**src/rtl/ex_muldiv.sv**
```systemverilog
// ex_muldiv: iterative multiply/divide unit for the EX stage.
// Computes MULT/MULTU/DIV/DIVU over DATA_W radix-2 steps on operand
// magnitudes, sign-corrects in FIN, and owns the HI/LO registers.
// Ports:
//   clk, rst            clock, synchronous active-high reset
//   start, op           accept a mul/div (op: 00 MULT 01 MULTU 10 DIV 11 DIVU)
//   oprd1, oprd2        rs / rt operands
//   flush               cancel in-flight op, no HI/LO update
//   hi_we, lo_we, wdata MTHI/MTLO writes
//   stallreq_from_ex    pipeline hold request (combinational)
//   busy                state is not IDLE
//   done                one-cycle pulse in an unflushed FIN
//   hi_o, lo_o          current HI/LO values
module ex_muldiv #(
  parameter int unsigned DATA_W = 32
) (
  input  logic              clk,
  input  logic              rst,
  input  logic              start,
  input  logic [1:0]        op,
  input  logic [DATA_W-1:0] oprd1,
  input  logic [DATA_W-1:0] oprd2,
  input  logic              flush,
  input  logic              hi_we,
  input  logic              lo_we,
  input  logic [DATA_W-1:0] wdata,
  output logic              stallreq_from_ex,
  output logic              busy,
  output logic              done,
  output logic [DATA_W-1:0] hi_o,
  output logic [DATA_W-1:0] lo_o
);

  localparam int unsigned CW = $clog2(DATA_W) + 1;
  localparam logic [CW-1:0] LAST_STEP = CW'(DATA_W - 1);

  typedef enum logic [1:0] {
    S_IDLE,
    S_CALC,
    S_FIN
  } state_e;

  state_e                state_q, state_d;
  logic [1:0]            op_q, op_d;
  logic                  s1_q, s1_d;
  logic                  s2_q, s2_d;
  logic [DATA_W-1:0]     mag_q, mag_d;   // multiplicand (mul) or divisor (div)
  logic [2*DATA_W-1:0]   acc_q, acc_d;   // product, or {rem, quot}
  logic [CW-1:0]         cnt_q, cnt_d;
  logic [DATA_W-1:0]     hi_q, hi_d;
  logic [DATA_W-1:0]     lo_q, lo_d;

  logic                  neg1, neg2;
  logic [DATA_W-1:0]     abs1, abs2;
  logic [DATA_W:0]       msum;
  logic [DATA_W:0]       dshift, ddiff;
  logic [2*DATA_W-1:0]   mstep, dstep;
  logic [2*DATA_W-1:0]   prod_fix;
  logic [DATA_W-1:0]     quot_fix, rem_fix;
  logic [DATA_W-1:0]     fin_hi, fin_lo;
  logic                  div0;

  // Magnitudes: only signed ops take the absolute value; the most negative
  // value negates to itself and is then read as an unsigned magnitude.
  assign neg1 = ~op[0] & oprd1[DATA_W-1];
  assign neg2 = ~op[0] & oprd2[DATA_W-1];
  assign abs1 = neg1 ? -oprd1 : oprd1;
  assign abs2 = neg2 ? -oprd2 : oprd2;

  // Multiply step: add multiplicand into the high half when the current
  // multiplier LSB is set, then shift the whole accumulator right.
  assign msum  = {1'b0, acc_q[2*DATA_W-1:DATA_W]}
               + (acc_q[0] ? {1'b0, mag_q} : {(DATA_W+1){1'b0}});
  assign mstep = {msum, acc_q[DATA_W-1:1]};

  // Restoring divide step. Since rem < divisor, the shifted remainder is
  // below 2*divisor, so ddiff's top bit is set exactly when it borrowed.
  assign dshift = {acc_q[2*DATA_W-1:DATA_W], acc_q[DATA_W-1]};
  assign ddiff  = dshift - {1'b0, mag_q};
  assign dstep  = ddiff[DATA_W]
                ? {dshift[DATA_W-1:0], acc_q[DATA_W-2:0], 1'b0}
                : {ddiff[DATA_W-1:0],  acc_q[DATA_W-2:0], 1'b1};

  assign prod_fix = (s1_q ^ s2_q) ? -acc_q : acc_q;
  assign quot_fix = (s1_q ^ s2_q) ? -acc_q[DATA_W-1:0] : acc_q[DATA_W-1:0];
  assign rem_fix  = s1_q ? -acc_q[2*DATA_W-1:DATA_W] : acc_q[2*DATA_W-1:DATA_W];
  assign fin_hi   = op_q[1] ? rem_fix  : prod_fix[2*DATA_W-1:DATA_W];
  assign fin_lo   = op_q[1] ? quot_fix : prod_fix[DATA_W-1:0];
  assign div0     = op_q[1] && (mag_q == '0);

  always_comb begin
    state_d          = state_q;
    op_d             = op_q;
    s1_d             = s1_q;
    s2_d             = s2_q;
    mag_d            = mag_q;
    acc_d            = acc_q;
    cnt_d            = cnt_q;
    hi_d             = hi_q;
    lo_d             = lo_q;
    stallreq_from_ex = 1'b0;
    done             = 1'b0;

    unique case (state_q)
      S_IDLE: begin
        if (start && !flush) begin
          stallreq_from_ex = 1'b1;
          op_d  = op;
          s1_d  = neg1;
          s2_d  = neg2;
          cnt_d = '0;
          if (op[1]) begin
            mag_d   = abs2;
            acc_d   = {{DATA_W{1'b0}}, abs1};
            state_d = (oprd2 == '0) ? S_FIN : S_CALC;
          end else begin
            mag_d   = abs1;
            acc_d   = {{DATA_W{1'b0}}, abs2};
            state_d = S_CALC;
          end
        end
      end
      S_CALC: begin
        stallreq_from_ex = 1'b1;
        cnt_d = cnt_q + 1'b1;
        acc_d = op_q[1] ? dstep : mstep;
        if (flush) begin
          state_d = S_IDLE;
        end else if (cnt_q == LAST_STEP) begin
          state_d = S_FIN;
        end
      end
      S_FIN: begin
        state_d = S_IDLE;
        if (!flush) begin
          done = 1'b1;
          if (!div0) begin
            hi_d = fin_hi;
            lo_d = fin_lo;
          end
        end
      end
      default: state_d = S_IDLE;
    endcase

    // MTHI/MTLO only land when no result is being committed this cycle.
    if ((state_q == S_IDLE) || ((state_q == S_FIN) && flush)) begin
      if (hi_we) hi_d = wdata;
      if (lo_we) lo_d = wdata;
    end
  end

  always_ff @(posedge clk) begin
    if (rst) begin
      state_q <= S_IDLE;
      op_q    <= '0;
      s1_q    <= 1'b0;
      s2_q    <= 1'b0;
      mag_q   <= '0;
      acc_q   <= '0;
      cnt_q   <= '0;
      hi_q    <= '0;
      lo_q    <= '0;
    end else begin
      state_q <= state_d;
      op_q    <= op_d;
      s1_q    <= s1_d;
      s2_q    <= s2_d;
      mag_q   <= mag_d;
      acc_q   <= acc_d;
      cnt_q   <= cnt_d;
      hi_q    <= hi_d;
      lo_q    <= lo_d;
    end
  end

  assign busy = (state_q != S_IDLE);
  assign hi_o = hi_q;
  assign lo_o = lo_q;

endmodule

```
**config.mk**
```make
export PLATFORM = sky130hd
export DESIGN_NAME = ex_muldiv
export DESIGN_NICKNAME = d
export VERILOG_FILES = /design/src/rtl/ex_muldiv.sv
export SDC_FILE = /design/constraint.sdc
export NUM_CORES = 1
export LEC_CHECK = 0
export BUFFER_PORTS_ARGS = -buffer_cell sky130_fd_sc_hd__clkbuf_2
export CAP_MARGIN = 0
export CORE_MARGIN = 4
export CORE_UTILIZATION = 55
export CTS_CLUSTER_DIAMETER = 200
export DETAILED_ROUTE_END_ITERATION = 8
export PLACE_DENSITY = 0.91
export SKIP_CTS_REPAIR_TIMING = 1
export SLEW_MARGIN = 10
export SYNTH_ARGS = -nofsm -noshare
export SYNTH_HDL_FRONTEND = slang
export SYNTH_SLANG_ARGS = --single-unit
export TNS_END_PERCENT = 50
```
**constraint.sdc**
```tcl
create_clock -name clk -period 3.42 [get_ports clk]
set_input_delay 0.684 -clock clk [delete_from_list [all_inputs] [get_ports clk]]
set_output_delay 0.684 -clock clk [all_outputs]
set_load 0.1 [all_outputs]
```
==> results.yml <==
sta:
  setup_viol: 0
  drv_slew: 0
  period_needed_ns: 3.341
  fin_worst_skew_ns: 0.01574
  setup_ws_ns: 0.07880
  max_freq_mhz: 299.3
  whs_ns: 0.4591
  post-route-period-util_pct: 97.70
  worst_pin_slew_ns: 0.8620
  relSlewSlack_pct: 42.53
  hold_violations: 0
cts:
  clk_pin_slew_ns: 0.08
  numClockSinks: 171
  cts_inserted_buffers: 17
  insertion_delay_ns: 0.46
  cts.htree.levels: 4
  clock_path_buffers: 2
  cts_tree: "done"
  cts_root_buf: "clkbuf_16"
synth:
  synth_area_per_cell_um2: 7.243
  synth_cell_types: 86
  synth_area_um2: 14630
  synth_ff_type: "dfxtp_1"
  syn_inst: 2020
  ys_seq_elements: 171
  async_flop_share_pct: 0
  ys_seq_area_share_pct: 23.40
  synth-edff-count: 0
  yosys_warnings: 0
  synthesis.nets: 2195
power_and_ir_drop:
  ir_drop_v: 0.0003718
  p_total_uw: 6472
  p_clk_share_pct: 31.5
  p_per_area_nw_per_um2: 375.8
  intPower_uw: 3854
  seqPwrFrac_pct: 34.5
  comb_power_share_pct: 34.0
  p_sw_uw: 2618
  netSwitchingFraction_pct: 40.45
  p_leak_uw: 0.007148
detailed_routing:
  wl_met1_um: 20330
  drt-pass1-iter-count: 6
  postRouteWirelength_um: 53760
  vias: 17010
  vias_per_cell: 6.677
  drt_iter0_markers: 2860
  drtAntennaViolNets: 0
  drc: 0
  dr.max_layer_used: "met4"
  wl_met3_um: 6995
  wl_met2_um: 23120
  wl_per_cell_um: 21.10
setup_path:
  cp_max_fo: 8
  path_common_cell: "buf_4"
  critPathSlowestCell: "ha_1"
  arrival_ns: 3.71
  start_kind: "flop"
  max_stage_delay_ns: 0.45
  crit_chain: "inv_1 -> ha_1 -> a211oi_2 -> o211ai_1 -> a21oi_1 -> nand2_1 -> a31oi_2 -> o41ai_2 -> buf_4 -> xor2_4 -> buf_4 -> clkbuf_16 -> buf_4 -> nand2_1 -> o211ai_1 -> a211oi_1"
  critical_path_required_ns: 3.79
  crit_path_end_kind: "flop"
  critPathKind: "flop to flop"
floorplanning:
  die_area_um2: 29270
  die_w_um: 171.1
  start_util_pct: 55.98
  core_um2: 26130
  io_pins: 171
  die_h_um: 171.1
  rows: 59
layout:
  n_fill_cell: 2102
  drive_gt1_share_pct: 17.95
  nets: 2374
  syn_to_final_growth_pct: 17.71
place:
  hpwl_um: 40840
  pre_cts_ws_ns: -0.1493
  place.gp.congestion: 1.068
  io_buffers: 170
global_route:
  grt_pass1_vias: 15400
  grt_max_degree: 78
  grt_first_pass_wirelength_um: 82150
  grt_overflow: 0
  grtUsageTotal_pct: 34.82
  antenna_found_initial: 0
flow_run:
  drv_cap: 0
hold_path:
  min_path_type: "input port to flop"
outcome:
  outcome: "finished, final reports clean"
## through the flow
step	cells	cell area, um2	util [%]	TNS [ns]
3_3_place_gp	2506	16390	62.73	-0.07980
4_1_cts	2538	17010	65.09	-1.090
6_report	2548	17220	65.90	0
2_1_floorplan	2020	14640	-	0
5_1_grt	2547	17220	65.89	-0.2130
3_5_place_dp	2506	16390	62.73	-0.7588
## cell usage after synthesis, types with 35 or more instances
library cell  count  area, um2
a211oi_1         58      435.4
a21oi_1         217       1086
clkbuf_1        121      454.2
dfxtp_1         171       3423
ha_1             69      863.3
inv_1            68      255.2
mux2i_1          52      520.5
nand2_1         267       1002
nand3_1          35      175.2
nor2_1          199      747.0
nor3_1           35      175.2
o211ai_1         73      548.0
o21ai_0         109      545.5
xnor2_1          88      770.7
xor2_1           85      744.5
## worst max-delay path, delay by kind of cell, from the launching register on
family | cells | cell delay (ns)
buf+inv | 5 | 0.79
compound gates | 7 | 1.28
fa+ha+maj | 1 | 0.45
flops | 1 | 0.41
simple gates | 2 | 0.16
xor+xnor | 1 | 0.18
## routing by layer
| layer | up-vias | GRT usage [%] |
|---|---|---|
| li1 | 7674 | - |
| met3 | 280 | 7.740 |
| met2 | 1305 | 53.09 |
| met5 | - | 0 |
| met4 | 0 | 18.12 |
| met1 | 7753 | 46.17 |
## registers in the layout, indices dropped and copies added, names as in the netlist
register / flops
cnt_q: 6
s1_q: 1
acc_q: 64
s2_q: 1
mag_q: 32
op_q: 1
state_q: 2
lo_o: 32
hi_o: 32
## placed cells by master (no fill, tap or decap), types with 6 or more instances in the layout
cell type and count:
or4_1 11, nor3b_1 6, o21a_1 12, ha_1 65, clkbuf_16 19, o21ai_0 105
o41ai_1 9, clkinv_8 6, o31ai_1 14, mux2i_1 52, xnor2_1 88, o22ai_1 6
a22oi_1 12, nor2b_1 18, a311oi_1 12, a221oi_1 7, nor3_1 34, nand3_1 35
buf_4 126, dfxtp_1 168, xor2_1 83, inv_1 67, and3_1 12, nand4_1 14
buf_12 7, a41oi_1 7, a21oi_1 216, nor2_1 198, or3_1 10, o221ai_1 8
o211ai_1 73, nand2b_1 18, nor4_1 20, a211oi_1 56, a21o_1 24, clkbuf_2 168
nand2_1 266, a31oi_1 24, and2_1 8
## power groups by stage
stage / Combinational (uW) / Clock, uW / Sequential (uW)
6_report: 2200 / 2040 / 2230
2_1_floorplan: 1130 / 0 / 2580
3_3_place_gp: 2020 / 0 / 2260
5_1_grt: 2320 / 2100 / 2240
4_1_cts: 2070 / 2020 / 2230
3_5_place_dp: 2060 / 0 / 2270
## area by class of cell
| class | instances | area [um2] | share of cell area (%) |
|---|---|---|---|
| Antenna cell | 1 | 2.502 | 0.01453 |
| Clock buffer | 17 | 425.4 | 2.470 |
| Clock inverter | 15 | 191.4 | 1.112 |
| Inverter | 68 | 255.2 | 1.482 |
| Multi-Input combinational cell | 1638 | 10520 | 61.11 |
| Sequential cell | 171 | 3427 | 19.90 |
| Tap cell | 335 | 419.2 | 2.434 |
| Timing Repair Buffer | 303 | 1977 | 11.48 |
## kinds of logic (layout without fill, tap and decap cells)
| kind of cell | after synthesis | count (layout) | synth area share (%) |
|---|---|---|---|
| AND/OR/NAND/NOR | 690 | 690 | 22.02 |
| AO/OA/AOI/OAI | 651 | 651 | 28.68 |
| buffers and inverters | 211 | 403 | 5.704 |
| XOR/XNOR | 174 | 174 | 10.47 |
| flip-flops | 171 | 171 | 23.40 |
| adder cells (fa/ha/maj) | 71 | 71 | 6.175 |
| multiplexers | 52 | 52 | 3.558 |
| other | 0 | 1 | 0 |
## worst paths after layout
check	startpoint	to	slack, ns	cells after the start
worst max-delay path	mag_q[17]$_SDFFE_PP0P_	acc_q[33]$_SDFFE_PP0P_	0.08	16
worst min-delay path	wdata[10]	hi_o[10]$_SDFF_PP0_	0.46	3
worst max register to register	mag_q[17]$_SDFFE_PP0P_	acc_q[33]$_SDFFE_PP0P_	0.08	16
worst min register to register	mag_q[4]$_SDFFE_PP0P_	mag_q[4]$_SDFFE_PP0P_	0.46	2
No activity file was read; power rests on OpenSTA's default activity.
